`src/rtl/sha_pkg.sv`:
```
// Shared types and constants for the SHA-256 nonce scheduler slice.
// Optional feature macro used by the scheduler: SCHED_BEST_TRACK_EN.
package sha_pkg;

  // Scheduler sequencing states, one per step of a single nonce trial.
  typedef enum logic [2:0] {
    ST_IDLE,
    ST_PATCH,
    ST_LAUNCH,
    ST_WAIT_BUSY,
    ST_WAIT_DONE,
    ST_FETCH_ADDR,
    ST_FETCH_DATA,
    ST_CHECK
  } sched_state_t;

  // Number of 32-bit words the core writes at output_addr (h0..h7).
  localparam int SHA_HASH_WORDS = 8;

  // Watchdog budget for one core run when the instantiation does not override it.
  localparam int DEFAULT_TIMEOUT_CYCLES = 4096;

  // True while the core owns the memory port.
  function automatic logic core_owns_port(sched_state_t s);
    return (s == ST_WAIT_BUSY) || (s == ST_WAIT_DONE);
  endfunction

endpackage

```
`src/rtl/sha256_nonce_scheduler_if.sv`:
```
// Core handshake plus shared memory port seen by the nonce scheduler.
// master: the scheduler; slave: the SHA core / memory pair.
interface sha256_nonce_scheduler_if;

  logic        core_start;
  logic        core_done;
  logic [15:0] core_mem_addr;
  logic        core_mem_we;
  logic [31:0] core_mem_write_data;

  logic        mem_we;
  logic [15:0] mem_addr;
  logic [31:0] mem_write_data;
  logic [31:0] mem_read_data;

  modport master (
    output core_start, mem_we, mem_addr, mem_write_data,
    input  core_done, core_mem_addr, core_mem_we, core_mem_write_data, mem_read_data
  );

  modport slave (
    input  core_start, mem_we, mem_addr, mem_write_data,
    output core_done, core_mem_addr, core_mem_we, core_mem_write_data, mem_read_data
  );

endinterface

```
`src/rtl/sha_mem_mux.sv`:
```
// Combinational owner select for the single memory port: the core drives it
// while hashing, the scheduler drives it otherwise.
module sha_mem_mux (
  input  logic        core_owns,
  input  logic        sched_we,
  input  logic [15:0] sched_addr,
  input  logic [31:0] sched_write_data,
  input  logic        core_we,
  input  logic [15:0] core_addr,
  input  logic [31:0] core_write_data,
  output logic        mem_we,
  output logic [15:0] mem_addr,
  output logic [31:0] mem_write_data
);

  assign mem_we         = core_owns ? core_we         : sched_we;
  assign mem_addr       = core_owns ? core_addr       : sched_addr;
  assign mem_write_data = core_owns ? core_write_data : sched_write_data;

endmodule

```
`src/rtl/sha256_nonce_scheduler.sv`:
```
// Nonce scan sequencer: patches each nonce into the message buffer, runs the
// SHA core, reads back h0 and compares it against the target.
// Optional feature macro: SCHED_BEST_TRACK_EN (scan the full range and track
// the smallest h0 seen plus its nonce).
module sha256_nonce_scheduler
  import sha_pkg::*;
#(
  parameter int NUM_OF_WORDS   = 20,
  parameter int NONCE_WORD     = 19,
  parameter int TIMEOUT_CYCLES = DEFAULT_TIMEOUT_CYCLES
) (
  input  logic        clk,
  input  logic        reset_n,
  input  logic        start,
  input  logic [31:0] nonce_base,
  input  logic [15:0] num_nonces,
  input  logic [31:0] target,
  input  logic [15:0] message_addr,
  input  logic [15:0] output_addr,
  output logic        done,
  output logic        found,
  output logic [31:0] found_nonce,
  output logic        timeout,
`ifdef SCHED_BEST_TRACK_EN
  output logic [31:0] best_h0,
  output logic [31:0] best_nonce,
`endif
  output logic        mem_clk,
  sha256_nonce_scheduler_if.master bus
);

  // An out-of-range nonce offset is clamped to the last message word.
  localparam int NONCE_OFFSET = (NONCE_WORD < NUM_OF_WORDS) ? NONCE_WORD : NUM_OF_WORDS - 1;

  sched_state_t state, next_state;

  logic [31:0] cur_nonce;
  logic [15:0] remaining;
  logic [31:0] h0;
  logic [31:0] wd_cnt;

  logic        core_owns;
  logic        wd_expired;
  logic        hit;
  logic        last_nonce;
  logic [15:0] patch_addr;

  logic        sched_we;
  logic [15:0] sched_addr;
  logic [31:0] sched_write_data;
  logic        core_start_c;

  assign mem_clk    = clk;
  assign core_owns  = core_owns_port(state);
  assign wd_expired = core_owns && (wd_cnt >= 32'(TIMEOUT_CYCLES - 1));
  assign hit        = (h0 < target);
  assign last_nonce = (remaining == 16'd1);
  assign patch_addr = message_addr + 16'(NONCE_OFFSET);

  // State register.
  always_ff @(posedge clk) begin
    if (!reset_n) state <= ST_IDLE;
    else          state <= next_state;
  end

  // Next-state decode; the watchdog takes priority over a late core_done.
  always_comb begin
    next_state = state;
    case (state)
      ST_IDLE:       if (start && (num_nonces != 16'd0)) next_state = ST_PATCH;
      ST_PATCH:      next_state = ST_LAUNCH;
      ST_LAUNCH:     next_state = ST_WAIT_BUSY;
      ST_WAIT_BUSY: begin
        if (wd_expired)          next_state = ST_IDLE;
        else if (!bus.core_done) next_state = ST_WAIT_DONE;
      end
      ST_WAIT_DONE: begin
        if (wd_expired)         next_state = ST_IDLE;
        else if (bus.core_done) next_state = ST_FETCH_ADDR;
      end
      ST_FETCH_ADDR: next_state = ST_FETCH_DATA;
      ST_FETCH_DATA: next_state = ST_CHECK;
      ST_CHECK: begin
`ifdef SCHED_BEST_TRACK_EN
        next_state = last_nonce ? ST_IDLE : ST_PATCH;
`else
        next_state = (hit || last_nonce) ? ST_IDLE : ST_PATCH;
`endif
      end
      default:       next_state = ST_IDLE;
    endcase
  end

  // Scheduler-side memory drive, core start pulse and done flag.
  always_comb begin
    sched_we         = 1'b0;
    sched_addr       = 16'd0;
    sched_write_data = 32'd0;
    core_start_c     = 1'b0;
    done             = 1'b0;
    case (state)
      ST_IDLE:       done = 1'b1;
      ST_PATCH: begin
        sched_we         = 1'b1;
        sched_addr       = patch_addr;
        sched_write_data = cur_nonce;
      end
      ST_LAUNCH:     core_start_c = 1'b1;
      ST_FETCH_ADDR: sched_addr   = output_addr;
      default:       ;
    endcase
  end

  assign bus.core_start = core_start_c;

  sha_mem_mux u_mem_mux (
    .core_owns        (core_owns),
    .sched_we         (sched_we),
    .sched_addr       (sched_addr),
    .sched_write_data (sched_write_data),
    .core_we          (bus.core_mem_we),
    .core_addr        (bus.core_mem_addr),
    .core_write_data  (bus.core_mem_write_data),
    .mem_we           (bus.mem_we),
    .mem_addr         (bus.mem_addr),
    .mem_write_data   (bus.mem_write_data)
  );

  // Watchdog: zero on entry to LAUNCH, counts every cycle of the core run.
  always_ff @(posedge clk) begin
    if (!reset_n)                                 wd_cnt <= 32'd0;
    else if (next_state == ST_LAUNCH)             wd_cnt <= 32'd0;
    else if (core_owns || (state == ST_LAUNCH))   wd_cnt <= wd_cnt + 32'd1;
  end

  // Scan datapath: nonce/range bookkeeping, h0 capture and result flags.
  always_ff @(posedge clk) begin
    if (!reset_n) begin
      cur_nonce   <= 32'd0;
      remaining   <= 16'd0;
      h0          <= 32'd0;
      found       <= 1'b0;
      found_nonce <= 32'd0;
      timeout     <= 1'b0;
`ifdef SCHED_BEST_TRACK_EN
      best_h0     <= 32'hFFFF_FFFF;
      best_nonce  <= 32'd0;
`endif
    end else begin
      case (state)
        ST_IDLE: begin
          if (start) begin
            cur_nonce <= nonce_base;
            remaining <= num_nonces;
            found     <= 1'b0;
            timeout   <= 1'b0;
`ifdef SCHED_BEST_TRACK_EN
            best_h0   <= 32'hFFFF_FFFF;
`endif
          end
        end
        ST_WAIT_BUSY, ST_WAIT_DONE: begin
          if (wd_expired) timeout <= 1'b1;
        end
        ST_FETCH_DATA: h0 <= bus.mem_read_data;
        ST_CHECK: begin
`ifdef SCHED_BEST_TRACK_EN
          if (hit && !found) begin
            found       <= 1'b1;
            found_nonce <= cur_nonce;
          end
          if (h0 < best_h0) begin
            best_h0    <= h0;
            best_nonce <= cur_nonce;
          end
          remaining <= remaining - 16'd1;
          cur_nonce <= cur_nonce + 32'd1;
`else
          if (hit) begin
            found       <= 1'b1;
            found_nonce <= cur_nonce;
          end else begin
            remaining <= remaining - 16'd1;
            cur_nonce <= cur_nonce + 32'd1;
          end
`endif
        end
        default: ;
      endcase
    end
  end

endmodule

```
`src/flat_wrapper.sv`:
```
// flat-port wrapper written by rule: the top's interface ports become plain ports
module sha256_nonce_scheduler_flat import sha_pkg::*;
#(
  parameter int NUM_OF_WORDS   = 20,
  parameter int NONCE_WORD     = 19,
  parameter int TIMEOUT_CYCLES = DEFAULT_TIMEOUT_CYCLES
)
  (clk, reset_n, start, nonce_base, num_nonces, target, message_addr, output_addr, done, found, found_nonce, timeout, mem_clk, bus_core_start, bus_mem_we, bus_mem_addr, bus_mem_write_data, bus_core_done, bus_core_mem_addr, bus_core_mem_we, bus_core_mem_write_data, bus_mem_read_data);
  sha256_nonce_scheduler_if bus_i ();
  input  logic clk;
  input  logic reset_n;
  input  logic start;
  input  logic [31:0] nonce_base;
  input  logic [15:0] num_nonces;
  input  logic [31:0] target;
  input  logic [15:0] message_addr;
  input  logic [15:0] output_addr;
  output logic done;
  output logic found;
  output logic [31:0] found_nonce;
  output logic timeout;
  output logic mem_clk;
  output wire logic [$bits(bus_i.core_start)-1:0] bus_core_start;
  output wire logic [$bits(bus_i.mem_we)-1:0] bus_mem_we;
  output wire logic [$bits(bus_i.mem_addr)-1:0] bus_mem_addr;
  output wire logic [$bits(bus_i.mem_write_data)-1:0] bus_mem_write_data;
  input wire logic [$bits(bus_i.core_done)-1:0] bus_core_done;
  input wire logic [$bits(bus_i.core_mem_addr)-1:0] bus_core_mem_addr;
  input wire logic [$bits(bus_i.core_mem_we)-1:0] bus_core_mem_we;
  input wire logic [$bits(bus_i.core_mem_write_data)-1:0] bus_core_mem_write_data;
  input wire logic [$bits(bus_i.mem_read_data)-1:0] bus_mem_read_data;
  assign bus_core_start = bus_i.core_start;
  assign bus_mem_we = bus_i.mem_we;
  assign bus_mem_addr = bus_i.mem_addr;
  assign bus_mem_write_data = bus_i.mem_write_data;
  assign bus_i.core_done = bus_core_done;
  assign bus_i.core_mem_addr = bus_core_mem_addr;
  assign bus_i.core_mem_we = bus_core_mem_we;
  assign bus_i.core_mem_write_data = bus_core_mem_write_data;
  assign bus_i.mem_read_data = bus_mem_read_data;
  sha256_nonce_scheduler #(.NUM_OF_WORDS(NUM_OF_WORDS), .NONCE_WORD(NONCE_WORD), .TIMEOUT_CYCLES(TIMEOUT_CYCLES)) u_core (.clk(clk), .reset_n(reset_n), .start(start), .nonce_base(nonce_base), .num_nonces(num_nonces), .target(target), .message_addr(message_addr), .output_addr(output_addr), .done(done), .found(found), .found_nonce(found_nonce), .timeout(timeout), .mem_clk(mem_clk), .bus(bus_i));
endmodule
```
`config.mk`:
```
export PLATFORM = sky130hd
export DESIGN_NAME = sha256_nonce_scheduler_flat
export DESIGN_NICKNAME = d
export VERILOG_FILES = /design/src/rtl/sha_pkg.sv /design/src/rtl/sha256_nonce_scheduler_if.sv /design/src/rtl/sha_mem_mux.sv /design/src/rtl/sha256_nonce_scheduler.sv /design/src/flat_wrapper.sv
export SDC_FILE = /design/constraint.sdc
export NUM_CORES = 1
export LEC_CHECK = 0
export ABC_CLOCK_PERIOD_IN_PS = 3450
export BUFFER_PORTS_ARGS = -buffer_cell sky130_fd_sc_hd__buf_2
export CORE_MARGIN = 1
export CORE_UTILIZATION = 40
export CTS_CLUSTER_SIZE = 14
export DETAILED_ROUTE_END_ITERATION = 7
export GPL_TIMING_DRIVEN = 1
export PLACE_DENSITY = 0.75
export SYNTH_ARGS = -nofsm -noshare
export SYNTH_HDL_FRONTEND = slang
export SYNTH_SLANG_ARGS = --single-unit
```
`constraint.sdc`:
```
create_clock -name clk -period 3.45 [get_ports clk]
set_input_delay 0.1725 -clock clk [delete_from_list [all_inputs] [get_ports clk]]
set_output_delay 0.1725 -clock clk [all_outputs]
set_load 0.03 [all_outputs]
```
# Yosys cells after proc, flatten, opt, wreduce, memory -nomap -nowiden

Cells that the tools add are included.

Bits in registers: 149
Input port bits: 197

$add $sub $neg: 4
Magnitude comparators: 2
Eq/ne operators: 13
Muxes and demuxes: 26
Bitwise logic cells: 1
Reduce and logical (&&, ||, !) cells: 15

Operators with widths:

| kind                                                                | number |
|---|---|
| two-way mux 32 bit                                                  | 4 |
| adder 32 x 1 -> 32 bit, second input constant                       | 2 |
| case mux 16 bit (2 select lines)                                    | 2 |
| case mux 32 bit (2 select lines)                                    | 1 |
| two-way mux 16 bit                                                  | 3 |
| greater-or-equal comparator 32 x 12 -> 1 bit, second input constant | 1 |
| < comparator 32 bit                                                 | 1 |
| case mux 3 bit (8 select lines)                                     | 1 |
| adder 16 x 5 -> 16 bit, second input constant                       | 1 |
| == test 16 x 1 -> 1 bit, second input constant                      | 1 |
| nonzero test 16 bit                                                 | 1 |
| subtractor 16 x 1 -> 16 bit, second input constant                  | 1 |
| two-way mux 3 bit                                                   | 5 |
| == test 3 bit, second input constant                                | 4 |
| == test 3 x 2 -> 1 bit, second input constant                       | 3 |
| AND reduction 3 bit                                                 | 3 |
| two-way mux 1 bit                                                   | 8 |
| != test 2 x 1 -> 1 bit, second input constant                       | 2 |
| != test 2 bit, second input constant                                | 2 |
| case mux 1 bit (2 select lines)                                     | 2 |
| nonzero test 2 bit                                                  | 2 |
| OR reduction 2 bit                                                  | 2 |
| == test 3 x 1 -> 1 bit, second input constant                       | 1 |
| logical NOT 3 bit                                                   | 1 |
| other kinds (4)                                                     | 7 |

# Logic depth before layout (Yosys ltp)

Depth in word-level cells: 7
Gate-level depth with buffers: 11

# By module

A second synthesis with hierarchy kept.

Cells, all modules: 1,144
Area, all modules: 8,938.6 um^2

Modules (own cells, without submodules):

| module                 | times used | cells an instance | area each (um^2) |
|---|---|---|---|
| sha256_nonce_scheduler | 1          | 1,090             | 8,300.5 |
| sha_mem_mux            | 1          | 54                | 638.1 |

==> impl_results.md <==
* Unique masters post-synth at 71
* Fmax at 339 MHz
* Crit-path cells: buf_4, nor2b_1, buf_4, and2_1, or2_2, a22o_1, buf_2
* Commonest cells after routing, fill and taps aside: buf_2 (281), nand2_1 (184), dfxtp_1 (149), o21ai_0 (88), a21oi_1 (88)
* Post-Synthesis Cells at 1165
* Final wirelength at 29300 microns
* Relative max-transition margin at 0.207
* Placement row count at 53
* WP data arrival at 2780 ps
* Leakage at 0.00499 uW
* Final hold vios at 0
* CTS clock-pin slew for the worst setup and hold paths at 70 ps
* Compound-gate portion of the synthesized area at 0.227
* Critical path fanouts, max at 34
* Multi-input logic area at 0.00533 sq mm
* Status: completed
* Via density at 5.57
* Maxcap violations at 0
* Layout cells sized above 1 at 0.256
* CTS tree: yes
* Die Area at 0.0227 sq mm
* Area delta synth->final at 32.6%
* Mapped Area at 0.00883 sq mm
* Setup-failing EPs final at 0
* Iteration-0 DRC Markers at 748
* Via count at 9781
* Fin Clk Skew at 12.0 ps
* Fin Setup TNS at 0 ps
* Slowest cell delay on critical path at 550 ps
* WP buf/inv at 3
* Post-synth top flop: dfxtp_1
* Largest delay contributor family on the critical path: simple AND/OR/NAND/NOR gates
* Slew Limit Fails at 0
* Grt ovf at 0
* IO buf count at 282
* Seq/Total Area, Yosys at 0.338
* Most common cell after layout, fill and taps aside: buf_2
* Ys Warns at 0
* Number of global-route vias before repair at 9193
* Synth Area in Adders at 0.0510
* Die Span Y at 151 microns
* Fillers at 1962
* Power consumption at 4850 uW
* Drt first pass iters at 8
* EDFF count, synth at 0
* # DRC at 0
* Die Width at 151 microns
* Worst skew pair latency at 540 ps
* CP Capture Type: output port
* Post_cts resized at 0
* Cell Pwr Density at 414 mW/mm^2
* Async set-reset flop share out of synthesis at 0
* Synth Area in XOR/XNOR at 0.0407
* #FFs+latches synth at 149
* Largest cells by area after synthesis: dfxtp_1 (34%), nand2_1 (7.8%), ha_1 (5.1%)
* RSZ-0062 raised after global routing: false
* HP Class: input port to register
* Post-Synth Simple-Gate Area at 0.254
* Post-CTS setup buffer count at 0
* Portion of netlist area occupied by mux cells at 0.0295
* Startpoint types: register
* Post-Syn Nets at 1398
* GRT Overall Usage at 0.255
* Final min period at 2950 ps
* Starting density of the core at 0.413
* Largest net degree at the start of global routing at 52
* Most numerous cell on the critical path: buf_4
* GPL Wtd Cong at 0.894
* Worst path required time at 3280 ps
* Hpwl dp at 20700 microns
* Peak VDD IR at 0.314 mV
* Initial antenna violation count at 1
* Routed Antenna Nets at 0
* Mean post-synth cell area at 7.58 sq um
* Worst slew pin tran at 1190 ps
* Routed len/inst at 16.7 microns
* Final-stage net count at 1700
* Fin crit share at 0.856
* Dominant cell type by area after synthesis: dfxtp_1
* Largest family of logic cells by synthesized area: simple AND/OR/NAND/NOR gates
* Register area at 0.00298 sq mm
* Area share of the largest cell type after synthesis at 0.338
* I/O pin count at 283
* Global-route wire length before repair at 45300 microns
* Total core area at 0.0214 sq mm
* Kind of critical path: register to output port
* Slowest CP cell: or2_2
==> tightest hold or removal path: cells and delay by family <==
family,cells,cell delay (ps)
simple gates,1,60
compound gates,1,160
buf+inv,1,120
==> logic make-up (layout without fill, tap and decap cells) <==
family          after synthesis  after routing
other cells                   0              1
mux                          24             24
xor+xnor                     41             41
compound gates              312            312
flops                       149            149
buf+inv                     132            447
simple gates                471            471
fa+ha+maj                    36             36
==> per-stage QoR <==
step	cells	utilization	hold WS, ps	setup WS [ps]	instance area (sq um)
2_1_floorplan	1165	-	304	1060	8830
3_3_place_gp	1659	0.488	340	801	10400
3_5_place_dp	1659	0.488	340	753	10400
4_1_cts	1755	0.548	6.79	504	11700
5_1_grt	1755	0.548	13.8	373	11700
6_report	1756	0.548	23.6	496	11700
==> power by group <==
part	switching, uW	leakage (uW)	internal, uW	total, uW
Clock	800	0.000335	1280	2080
Sequential	102	0.00121	1780	1880
Combinational	515	0.00344	374	889
==> worst paths after layout <==
check	endpoint	slack, ps	from	cells after the start
min reg2reg	u_core.found_nonce[16]	450	u_core.found_nonce[16]	2
max	bus_mem_write_data[14]	500	u_core.state[2]	7
max reg2reg	u_core.cur_nonce[16]	730	u_core.h0[30]	9
min	u_core.cur_nonce[30]	20	nonce_base[30]	3
==> Yosys cell counts, drive strengths merged, types with 10 or more instances <==
cell type,number
a21oi,88
nor3,27
and2,11
nor2,89
a22o,33
and4,10
buf,18
inv,48
nand2,185
ha,36
clkbuf,66
mux2,16
o211ai,17
dfxtp,149
nor4,25
o21ai,92
a22oi,17
nand4,23
xnor2,25
nand3,55
xor2,16
==> per-layer routing <==
metal	GRT usage	vias to the layer above	wire, microns
met3	0.0500	73	1970
li1	-	4786	-
met4	0.121	0	940
met2	0.423	420	13900
met5	0	-	0
met1	0.317	4502	12500
==> registers in the layout, indices dropped and copies added (netlist names) <==
register and flops:
u_core.state 3, u_core.found 1, u_core.cur_nonce 32, u_core.remaining 16, u_core.h0 32, u_core.found_nonce 32
u_core.wd_cnt 32, u_core.timeout 1
==> area by class of cell <==
| cell class | count | share of cell area |
|---|---|---|
| multi-input combinational | 884 | 0.456 |
| sequential | 149 | 0.255 |
| timing repair buffer | 363 | 0.187 |
| clock buffer | 25 | 0.0470 |
| tap | 275 | 0.0294 |
| inverter | 48 | 0.0154 |
| clock inverter | 11 | 0.0105 |
| antenna | 1 | 0.000214 |
==> repair_timing <==
action | 4_1_cts | 5_1_grt
endpoints found under the hold margin | 61 | 0
setup endpoints to repair | 0 | 0
hold buffers | 61 | 0
(Power assumes the default switching activity.)
